### src/rtl/alu_pipe_cc.sv
// alu_pipe_cc: two-stage valid/ready pipelined Y86-64 OPq ALU (add, sub, and, xor)
// with a configurable width and an architectural ZF/SF/OF condition-code register.
// Stage 1 captures operands; stage 2 computes and registers the result and flags;
// the CC register commits a retiring beat's flags one edge after its output transfer.
module alu_pipe_cc #(
  parameter int WIDTH = 64
) (
  input  logic             clk,
  input  logic             rst_n,
  input  logic             in_valid,
  output logic             in_ready,
  input  logic [3:0]       in_ifun,
  input  logic [WIDTH-1:0] in_a,
  input  logic [WIDTH-1:0] in_b,
  input  logic             in_set_cc,
  output logic             out_valid,
  input  logic             out_ready,
  output logic [WIDTH-1:0] out_result,
  output logic             out_zf,
  output logic             out_sf,
  output logic             out_of,
  output logic             out_err,
  output logic             cc_zf,
  output logic             cc_sf,
  output logic             cc_of
);

  localparam int MSB = WIDTH - 1;

  // Y86 function codes handled by this block
  localparam logic [3:0] FN_ADD = 4'd0;
  localparam logic [3:0] FN_SUB = 4'd1;
  localparam logic [3:0] FN_AND = 4'd2;
  localparam logic [3:0] FN_XOR = 4'd3;

  // Stage-1 operand registers
  logic             s1_valid;
  logic [3:0]       s1_ifun;
  logic [WIDTH-1:0] s1_a;
  logic [WIDTH-1:0] s1_b;
  logic             s1_set_cc;

  // set_cc travels alongside the stage-2 result so the CC write can be qualified at retirement
  logic             s2_set_cc;

  // Combinational stage-2 results computed from the stage-1 registers
  logic [WIDTH-1:0] result_next;
  logic             zf_next;
  logic             sf_next;
  logic             of_next;
  logic             err_next;

  logic             adv1;
  logic             adv2;
  logic             retire_cc;

  // Ready chain: stage 2 can move when empty or draining; stage 1 when empty or stage 2 moves
  assign adv2     = !out_valid || out_ready;
  assign adv1     = !s1_valid || adv2;
  assign in_ready = adv1;

  // CC is written only by a legal beat that requested it, on its output transfer
  assign retire_cc = out_valid && out_ready && !out_err && s2_set_cc;

  // ALU function and flag generation; illegal codes yield an all-zero result with err set
  always_comb begin
    result_next = '0;
    of_next     = 1'b0;
    err_next    = 1'b0;
    case (s1_ifun)
      FN_ADD: begin
        result_next = s1_b + s1_a;
        of_next     = (s1_a[MSB] == s1_b[MSB]) && (result_next[MSB] != s1_a[MSB]);
      end
      FN_SUB: begin
        result_next = s1_b - s1_a;
        of_next     = (s1_a[MSB] != s1_b[MSB]) && (result_next[MSB] != s1_b[MSB]);
      end
      FN_AND:  result_next = s1_b & s1_a;
      FN_XOR:  result_next = s1_b ^ s1_a;
      default: err_next = 1'b1;
    endcase
    zf_next = !err_next && (result_next == '0);
    sf_next = result_next[MSB];
  end

  // Stage 1: capture a beat whenever this stage is free to advance
  always_ff @(posedge clk or negedge rst_n) begin
    if (!rst_n) begin
      s1_valid  <= 1'b0;
      s1_ifun   <= '0;
      s1_a      <= '0;
      s1_b      <= '0;
      s1_set_cc <= 1'b0;
    end else if (adv1) begin
      s1_valid <= in_valid;
      if (in_valid) begin
        s1_ifun   <= in_ifun;
        s1_a      <= in_a;
        s1_b      <= in_b;
        s1_set_cc <= in_set_cc;
      end
    end
  end

  // Stage 2: register result and flags; hold everything while the consumer stalls
  always_ff @(posedge clk or negedge rst_n) begin
    if (!rst_n) begin
      out_valid  <= 1'b0;
      out_result <= '0;
      out_zf     <= 1'b0;
      out_sf     <= 1'b0;
      out_of     <= 1'b0;
      out_err    <= 1'b0;
      s2_set_cc  <= 1'b0;
    end else if (adv2) begin
      out_valid <= s1_valid;
      if (s1_valid) begin
        out_result <= result_next;
        out_zf     <= zf_next;
        out_sf     <= sf_next;
        out_of     <= of_next;
        out_err    <= err_next;
        s2_set_cc  <= s1_set_cc;
      end
    end
  end

  // Architectural condition codes, reset to the Y86 power-on value Z=1 S=0 O=0
  always_ff @(posedge clk or negedge rst_n) begin
    if (!rst_n) begin
      cc_zf <= 1'b1;
      cc_sf <= 1'b0;
      cc_of <= 1'b0;
    end else if (retire_cc) begin
      cc_zf <= out_zf;
      cc_sf <= out_sf;
      cc_of <= out_of;
    end
  end

endmodule

### config.mk
export PLATFORM = sky130hd
export DESIGN_NAME = alu_pipe_cc
export DESIGN_NICKNAME = d
export VERILOG_FILES = /design/src/rtl/alu_pipe_cc.sv
export SDC_FILE = /design/constraint.sdc
export NUM_CORES = 1
export LEC_CHECK = 0
export BUFFER_PORTS_ARGS = -buffer_cell sky130_fd_sc_hd__buf_2
export CAP_MARGIN = 0
export CELL_PAD_IN_SITES_DETAIL_PLACEMENT = 0
export CELL_PAD_IN_SITES_GLOBAL_PLACEMENT = 1
export CORE_MARGIN = 2
export CORE_UTILIZATION = 41
export CTS_BUF_LIST = sky130_fd_sc_hd__clkbuf_8 sky130_fd_sc_hd__clkbuf_16
export DETAILED_ROUTE_END_ITERATION = 6
export PLACE_DENSITY_LB_ADDON = 0.1
export SLEW_MARGIN = 0
export SYNTH_ARGS = -nofsm -noshare
export SYNTH_HDL_FRONTEND = slang
export SYNTH_SLANG_ARGS = --single-unit
### constraint.sdc
create_clock -name clk -period 3.6 [get_ports clk]
set_input_delay 0.9 -clock clk [delete_from_list [all_inputs] [get_ports clk]]
set_output_delay 0.9 -clock clk [all_outputs]
set_load 0.01 [all_outputs]
==> results.sh, run 1 <==
export IMPL_yosysSeqAreaShare=0.278
export IMPL_tightest_slew_ns=1.06
export IMPL_cts_clk_slew_worst_paths_ns=0.06
export IMPL_num_nets_final=3542
export IMPL_worstSetupStartpoint="s1_a[0]$_DFFE_PN0P_"
export IMPL_synth_top_area_cell="dfrtp_1"
export IMPL_rows=77
export IMPL_fin_skew_ns=0.0321
export IMPL_yosysTopAreaCellShare=0.277
export IMPL_reg2reg_from="s1_a[0]$_DFFE_PN0P_"
export IMPL_cp_start_kind="flip-flop"
export IMPL_postLayoutCoreUtil=0.641
export IMPL_htreeDepth=1
export IMPL_crit_chain="buf_6 -> ha_4 -> inv_2 -> fa_2 -> a21o_1 -> a221o_1 -> o2111ai_2 -> nand3_2 -> buf_4 -> nand2_1 -> o2111ai_1 -> a22oi_1 -> buf_4 -> and4_4 -> nand4b_1 -> nor4b_2 -> nand4_1 -> or4b_4 -> o31ai_2"
export IMPL_clock_tree_root_cell="clkbuf_16"
export IMPL_synth_edf_count=0
export IMPL_r2r_end="out_zf$_DFFE_PN0P_"
export IMPL_comb_power_share=0.659
export IMPL_end_kind="flip-flop"
export IMPL_cts_tree="yes"
export IMPL_p_sw_frac=0.438
export IMPL_p_sw_uw=7320
export IMPL_synth_area_leaders="dfrtp_1 28%, ha_1 8.6%, mux2_2 8.4%"
export IMPL_detail_route_antenna_nets=0
export IMPL_cpMostUsedCell="buf_4"
export IMPL_clock_fmax_mhz=221
export IMPL_grt_pass1_vias=22600
export IMPL_antenna_found_initial=0
export IMPL_dp_hpwl_um=72000
export IMPL_post_place_ws_ns=-1.21
export IMPL_outcome="finished with violations"
export IMPL_start_util=0.417
export IMPL_clockPowerShare=0.156
export IMPL_grt_pass1_wl_um=134000
export IMPL_die_height_um=217
export IMPL_final_area_um2=28500
export IMPL_viasPerCell=5.87
export IMPL_netlist_instances=2289
export IMPL_use_met2=0.582
export IMPL_power_density_nw_per_um2=588
export IMPL_setup_slack_ns=-0.934
export IMPL_drv_cap=0
export IMPL_wl_um=89100
export IMPL_final_cells=3886
export IMPL_met3_usage=0.0568
export IMPL_cp_max_fo=3
export IMPL_clk_latency_ns=0.58
export IMPL_drt_pass1_iter_count=7
export IMPL_vdd_drop_max_mv=0.467
export IMPL_clock_sinks=206
export IMPL_rsz0062_at_grt="true"
export IMPL_hold_path_class="input pin to async pin"
export IMPL_reg2reg_depth=19
export IMPL_cts_hold_fix_buffers=0
export IMPL_antenna_cells=0
export IMPL_final_common_cell="buf_4"
export IMPL_period_minus_slack_ns=4.53
export IMPL_synth_fp_nets=2556
export IMPL_post_route_period_util=1.26
export IMPL_power_uw=16700
export IMPL_power_leakage_uw=0.0136
export IMPL_synth_seq_cells=206
export IMPL_synth_flop_cell="dfrtp_1"
export IMPL_grt_util_met1=0.511
export IMPL_coreArea_um2=44400
export IMPL_synth_area_um2=18500
export IMPL_grt_busiest_layer="met2"
export IMPL_violations="DRC, setup timing"
export IMPL_ioPinCount=210
export IMPL_async_flop_share=1.00
export IMPL_synth_cell_types=100
export IMPL_vias=22800
export IMPL_drive_above_1_share=0.449
export IMPL_place_inst=3816
export IMPL_cts_made_buffers=25
export IMPL_postPlaceCellArea_um2=26400
export IMPL_port_buffers=209
export IMPL_areaGrowthSynthToFinish_pct=53.6
export IMPL_avgRoutedWirePerCell_um=22.9
export IMPL_arrival_ns=5.00
export IMPL_required_ns=4.07
export IMPL_critPathKind="flip-flop to flip-flop"
export IMPL_pwr_share_seq=0.185
export IMPL_mostFrequentLayoutCells="857 x buf_4, 267 x nand2_1, 208 x buf_2"
export IMPL_grt_max_degree=97
export IMPL_drc_errors=7
export IMPL_setup_violations=13
export IMPL_grt_overflow=0
export IMPL_ys_warn_count=0
export IMPL_groute_usage_overall=0.370
export IMPL_cp_slowest_stage_delay_ns=0.57
export IMPL_place_congestion=1.06
export IMPL_fillCellCount=3889
export IMPL_p_int_uw=9410
export IMPL_critical_path_slowest_cell="or4b_4"
export IMPL_die_x_um=217
export IMPL_slew_limit_headroom=0.294
export IMPL_syn_avg_cell_area_um2=8.09
export IMPL_r2r_slack_ns=-0.93
export IMPL_drt_iter0_drc=2352
export IMPL_die_area_um2=46900
export IMPL_final_max_slew_viol_count=0
export IMPL_cts_buffer_depth=3
export IMPL_hold_violations=0
-- power groups by stage --
stage	registers, µW	clock network (µW)	logic, µW
final	3100	2620	11000
after global routing	3150	2780	11700
after CTS	3080	2680	10500
after detailed placement	3110	0	10100
after global placement	3080	0	9960
after floorplan	3140	0	4500
-- cell usage after synthesis, types with 12 or more instances --
library cell and count:
nand2_1 269, dfrtp_1 205, nor2_1 205, a21oi_1 184, o21ai_0 151, mux2_2 139, inv_1 129, ha_1 128
clkbuf_1 65, nor3_1 49, nand3_1 47, o31ai_1 44, nand4_1 43, nor4_1 35, buf_2 34, o211ai_1 32
a21o_1 29, a211oi_1 24, a31oi_1 21, xnor2_1 21, o2111ai_1 18, nor2b_1 17, buf_1 16, mux2i_1 16
o21a_1 16, or3_1 16, nand2b_1 15, o21bai_1 15, a221oi_1 14, buf_4 14, and2_1 12, and3_1 12
-- stage by stage --
stage | TNS, ns | hold slack (ns)
2_1_floorplan | -0.176 | 0.433
3_3_place_gp | -5.26 | 0.439
3_5_place_dp | -6.85 | 0.458
4_1_cts | -1.94 | 0.299
5_1_grt | -4.97 | 0.338
6_report | -3.24 | 0.311
-- critical path, delay by kind of cell (launching register included) --
family,cells,cell delay [ns]
and+or+nand+nor,7,1.67
AOI/OAI and AO/OA,6,1.36
DFF,1,0.39
adders and majority gates,2,0.44
buffers and inverters,4,0.56
-- repair_timing --
item,CTS,global route
endpoints found under the setup margin,24,26
buffers inserted,19,10
pin swaps,36,37
gates cloned,0,0
resized for setup,136,92
hold endpoints to repair,0,0
-- worst max-delay path by stage --
stage	slack, ns	end	cells after the start
after floorplan	-0.18	out_zf$_DFFE_PN0P_	17
after global placement	-1.10	out_zf$_DFFE_PN0P_	17
after detailed placement	-1.21	out_zf$_DFFE_PN0P_	16
after CTS	-0.81	out_zf$_DFFE_PN0P_	17
after global routing	-1.04	out_zf$_DFFE_PN0P_	18
final	-0.93	out_zf$_DFFE_PN0P_	19
-- area by class of cell --
type	instances	area [µm²]	share of cell area
multi-input cells	1815	13300	0.467
flip-flops and latches	206	5160	0.181
inverters	136	510	0.0179
well taps	592	741	0.0260
clock inverters	17	170	0.00598
clock buffers	29	681	0.0239
repair buffers	1091	7900	0.278
-- flip-flops by register name, summed over array words and instances (netlist names), 4 cells and up --
signal,flops
out_result,64
s1_a,64
s1_b,64
s1_ifun,4
-- kinds of logic after synthesis --
group | Yosys count | synth area share
and+or+nand+nor | 770 | 0.195
adders and majority gates | 130 | 0.0886
muxes | 156 | 0.0944
AOI/OAI and AO/OA | 731 | 0.270
DFF | 206 | 0.278
xor gates and xnor gates | 28 | 0.0132
buffers and inverters | 268 | 0.0607
-- metal layers --
layer | wire [µm] | share of wire
met1 | 38500 | 0.43
met2 | 39100 | 0.44
met3 | 7540 | 0.085
met4 | 4040 | 0.045
met5 | 0 | 0
No activity file was read; power rests on OpenSTA's default activity.
==> run 2: changes to the inputs <==
--- a/config.mk
+++ b/config.mk
@@ -10,7 +10,7 @@
 export CELL_PAD_IN_SITES_DETAIL_PLACEMENT = 0
 export CELL_PAD_IN_SITES_GLOBAL_PLACEMENT = 1
 export CORE_MARGIN = 2
-export CORE_UTILIZATION = 41
+export CORE_UTILIZATION = 45
 export CTS_BUF_LIST = sky130_fd_sc_hd__clkbuf_8 sky130_fd_sc_hd__clkbuf_16
 export DETAILED_ROUTE_END_ITERATION = 6
 export PLACE_DENSITY_LB_ADDON = 0.1
==> constraint.sdc (replaced) <==
create_clock -name clk -period 5.62 [get_ports clk]
set_input_delay 1.405 -clock clk [delete_from_list [all_inputs] [get_ports clk]]
set_output_delay 1.405 -clock clk [all_outputs]
set_load 0.01 [all_outputs]
==> results.sh, run 2 (synthesized netlist as in run 1, its figures left out) <==
export IMPL_final_max_slew_viol_count=0
export IMPL_outcome="complete, no violations"
export IMPL_arrival_ns=5.84
export IMPL_die_height_um=207
export IMPL_htreeDepth=1
export IMPL_grt_pass1_wl_um=117000
export IMPL_clk_latency_ns=0.58
export IMPL_num_nets_final=2718
export IMPL_drive_above_1_share=0.209
export IMPL_cts_hold_fix_buffers=0
export IMPL_met3_usage=0.0648
export IMPL_groute_usage_overall=0.363
export IMPL_end_kind="flip-flop"
export IMPL_grt_pass1_vias=18300
export IMPL_critPathKind="flip-flop to flip-flop"
export IMPL_clock_sinks=206
export IMPL_antenna_found_initial=2
export IMPL_hold_violations=0
export IMPL_dp_hpwl_um=61600
export IMPL_place_inst=2955
export IMPL_use_met2=0.557
export IMPL_vdd_drop_max_mv=0.277
export IMPL_final_area_um2=21100
export IMPL_areaGrowthSynthToFinish_pct=13.8
export IMPL_detail_route_antenna_nets=0
export IMPL_cts_made_buffers=26
export IMPL_post_route_period_util=0.952
export IMPL_r2r_slack_ns=0.27
export IMPL_slew_limit_headroom=0.292
export IMPL_reg_top3="out_result x64, s1_a x64, s1_b x64"
export IMPL_post_place_ws_ns=0.140
export IMPL_postPlaceCellArea_um2=20100
export IMPL_place_congestion=1.03
export IMPL_power_leakage_uw=0.00936
export IMPL_mostFrequentLayoutCells="267 x nand2_1, 208 x buf_2, 205 x dfrtp_1"
export IMPL_required_ns=6.11
export IMPL_grt_busiest_layer="met2"
export IMPL_cts_buffer_depth=3
export IMPL_cts_tree="yes"
export IMPL_antenna_cells=0
export IMPL_final_common_cell="nand2_1"
export IMPL_grt_overflow=0
export IMPL_coreArea_um2=40700
export IMPL_setup_slack_ns=0.270
export IMPL_final_cells=3002
export IMPL_start_util=0.455
export IMPL_cts_clk_slew_worst_paths_ns=0.06
export IMPL_cp_start_kind="flip-flop"
export IMPL_drc_errors=0
export IMPL_rsz0062_at_grt="false"
export IMPL_clock_fmax_mhz=187
export IMPL_grt_max_degree=111
export IMPL_die_x_um=207
export IMPL_port_buffers=209
export IMPL_fin_skew_ns=0.0206
export IMPL_grt_util_met1=0.510
export IMPL_drt_iter0_drc=2230
export IMPL_rows=74
export IMPL_power_density_nw_per_um2=399
export IMPL_vias=19700
export IMPL_viasPerCell=6.55
export IMPL_tightest_slew_ns=1.03
export IMPL_clock_tree_root_cell="clkbuf_16"
export IMPL_period_minus_slack_ns=5.35
export IMPL_wl_um=79400
export IMPL_ioPinCount=210
export IMPL_cp_max_fo=13
export IMPL_avgRoutedWirePerCell_um=26.4
export IMPL_die_area_um2=42800
export IMPL_hold_path_class="flip-flop to flip-flop"
export IMPL_setup_violations=0
export IMPL_fin_setup_tns_ns=0
export IMPL_drt_pass1_iter_count=7
export IMPL_drv_cap=0
## run 2: cell count changes in the layout (fill, tap and decap cells not counted), moves of 15 or more
cell,before,now
a21oi_2,25,2
o21ai_0,121,150
ha_1,106,124
a21oi_1,157,184
buf_4,857,53
o21ai_1,21,6
## run 2: through the flow
stage | hold WS (ns) | utilization | power, µW
2_1_floorplan | 0.433 | - | 4890
3_3_place_gp | 0.444 | 0.495 | 6500
3_5_place_dp | 0.454 | 0.495 | 6510
4_1_cts | 0.466 | 0.516 | 8280
5_1_grt | 0.485 | 0.517 | 8850
6_report | 0.470 | 0.517 | 8410
## run 2: cell type report
cell class / count / area [µm²]
clock buffers: 30 / 706
clock inverters: 17 / 180
fillers: 3975 / 19700
inverters: 136 / 514
multi-input cells: 1815 / 12300
flip-flops and latches: 206 / 5160
well taps: 532 / 666
repair buffers: 266 / 1530
## run 2: per-layer routing
metal / part of all wire / wire length (µm) / vias up
li1: - / - / 8772
met1: 0.43 / 34300 / 9520
met2: 0.43 / 34100 / 1128
met3: 0.094 / 7500 / 227
met4: 0.043 / 3450 / 4
met5: 0.00033 / 26 / -
## run 2: worst paths after layout
| path | depth (start not counted) | endpoint | from |
|---|---|---|---|
| max in group asynchronous | 2 | s1_b[45]$_DFFE_PN0P_ | rst_n |
| worst max-delay path | 15 | out_zf$_DFFE_PN0P_ | s1_a[13]$_DFFE_PN0P_ |
| worst min-delay path | 2 | out_result[58]$_DFFE_PN0P_ | out_result[58]$_DFFE_PN0P_ |
| worst max register to register | 15 | out_zf$_DFFE_PN0P_ | s1_a[13]$_DFFE_PN0P_ |
| worst min register to register | 2 | out_result[58]$_DFFE_PN0P_ | out_result[58]$_DFFE_PN0P_ |
| min in group asynchronous | 1 | s1_b[3]$_DFFE_PN0P_ | rst_n |
## run 2: timing repair
action | in CTS | in global routing
resized for setup | 0 | 11
endpoints found under the setup margin | 0 | 1
setup buffers | 0 | 0
## run 2: report_power, final
part	total, µW	internal, µW	switching, µW
sequential	2000	1770	233
combinational	4670	1550	3130
clock	1740	1030	706
## run 2: critical path: stages (launching register included)
cell and delay (ns):
dfrtp_1 0.38, inv_1 0.06, ha_1 0.49, nand2_1 0.24
o21a_1 0.26, o32ai_2 0.14, a211oi_2 0.83, and2_4 0.36
o311ai_4 0.17, o311ai_0 0.31, o41ai_1 0.16, a2111oi_1 0.49
nor4b_1 0.42, nand4_1 0.21, or4b_1 0.56, o31ai_2 0.18
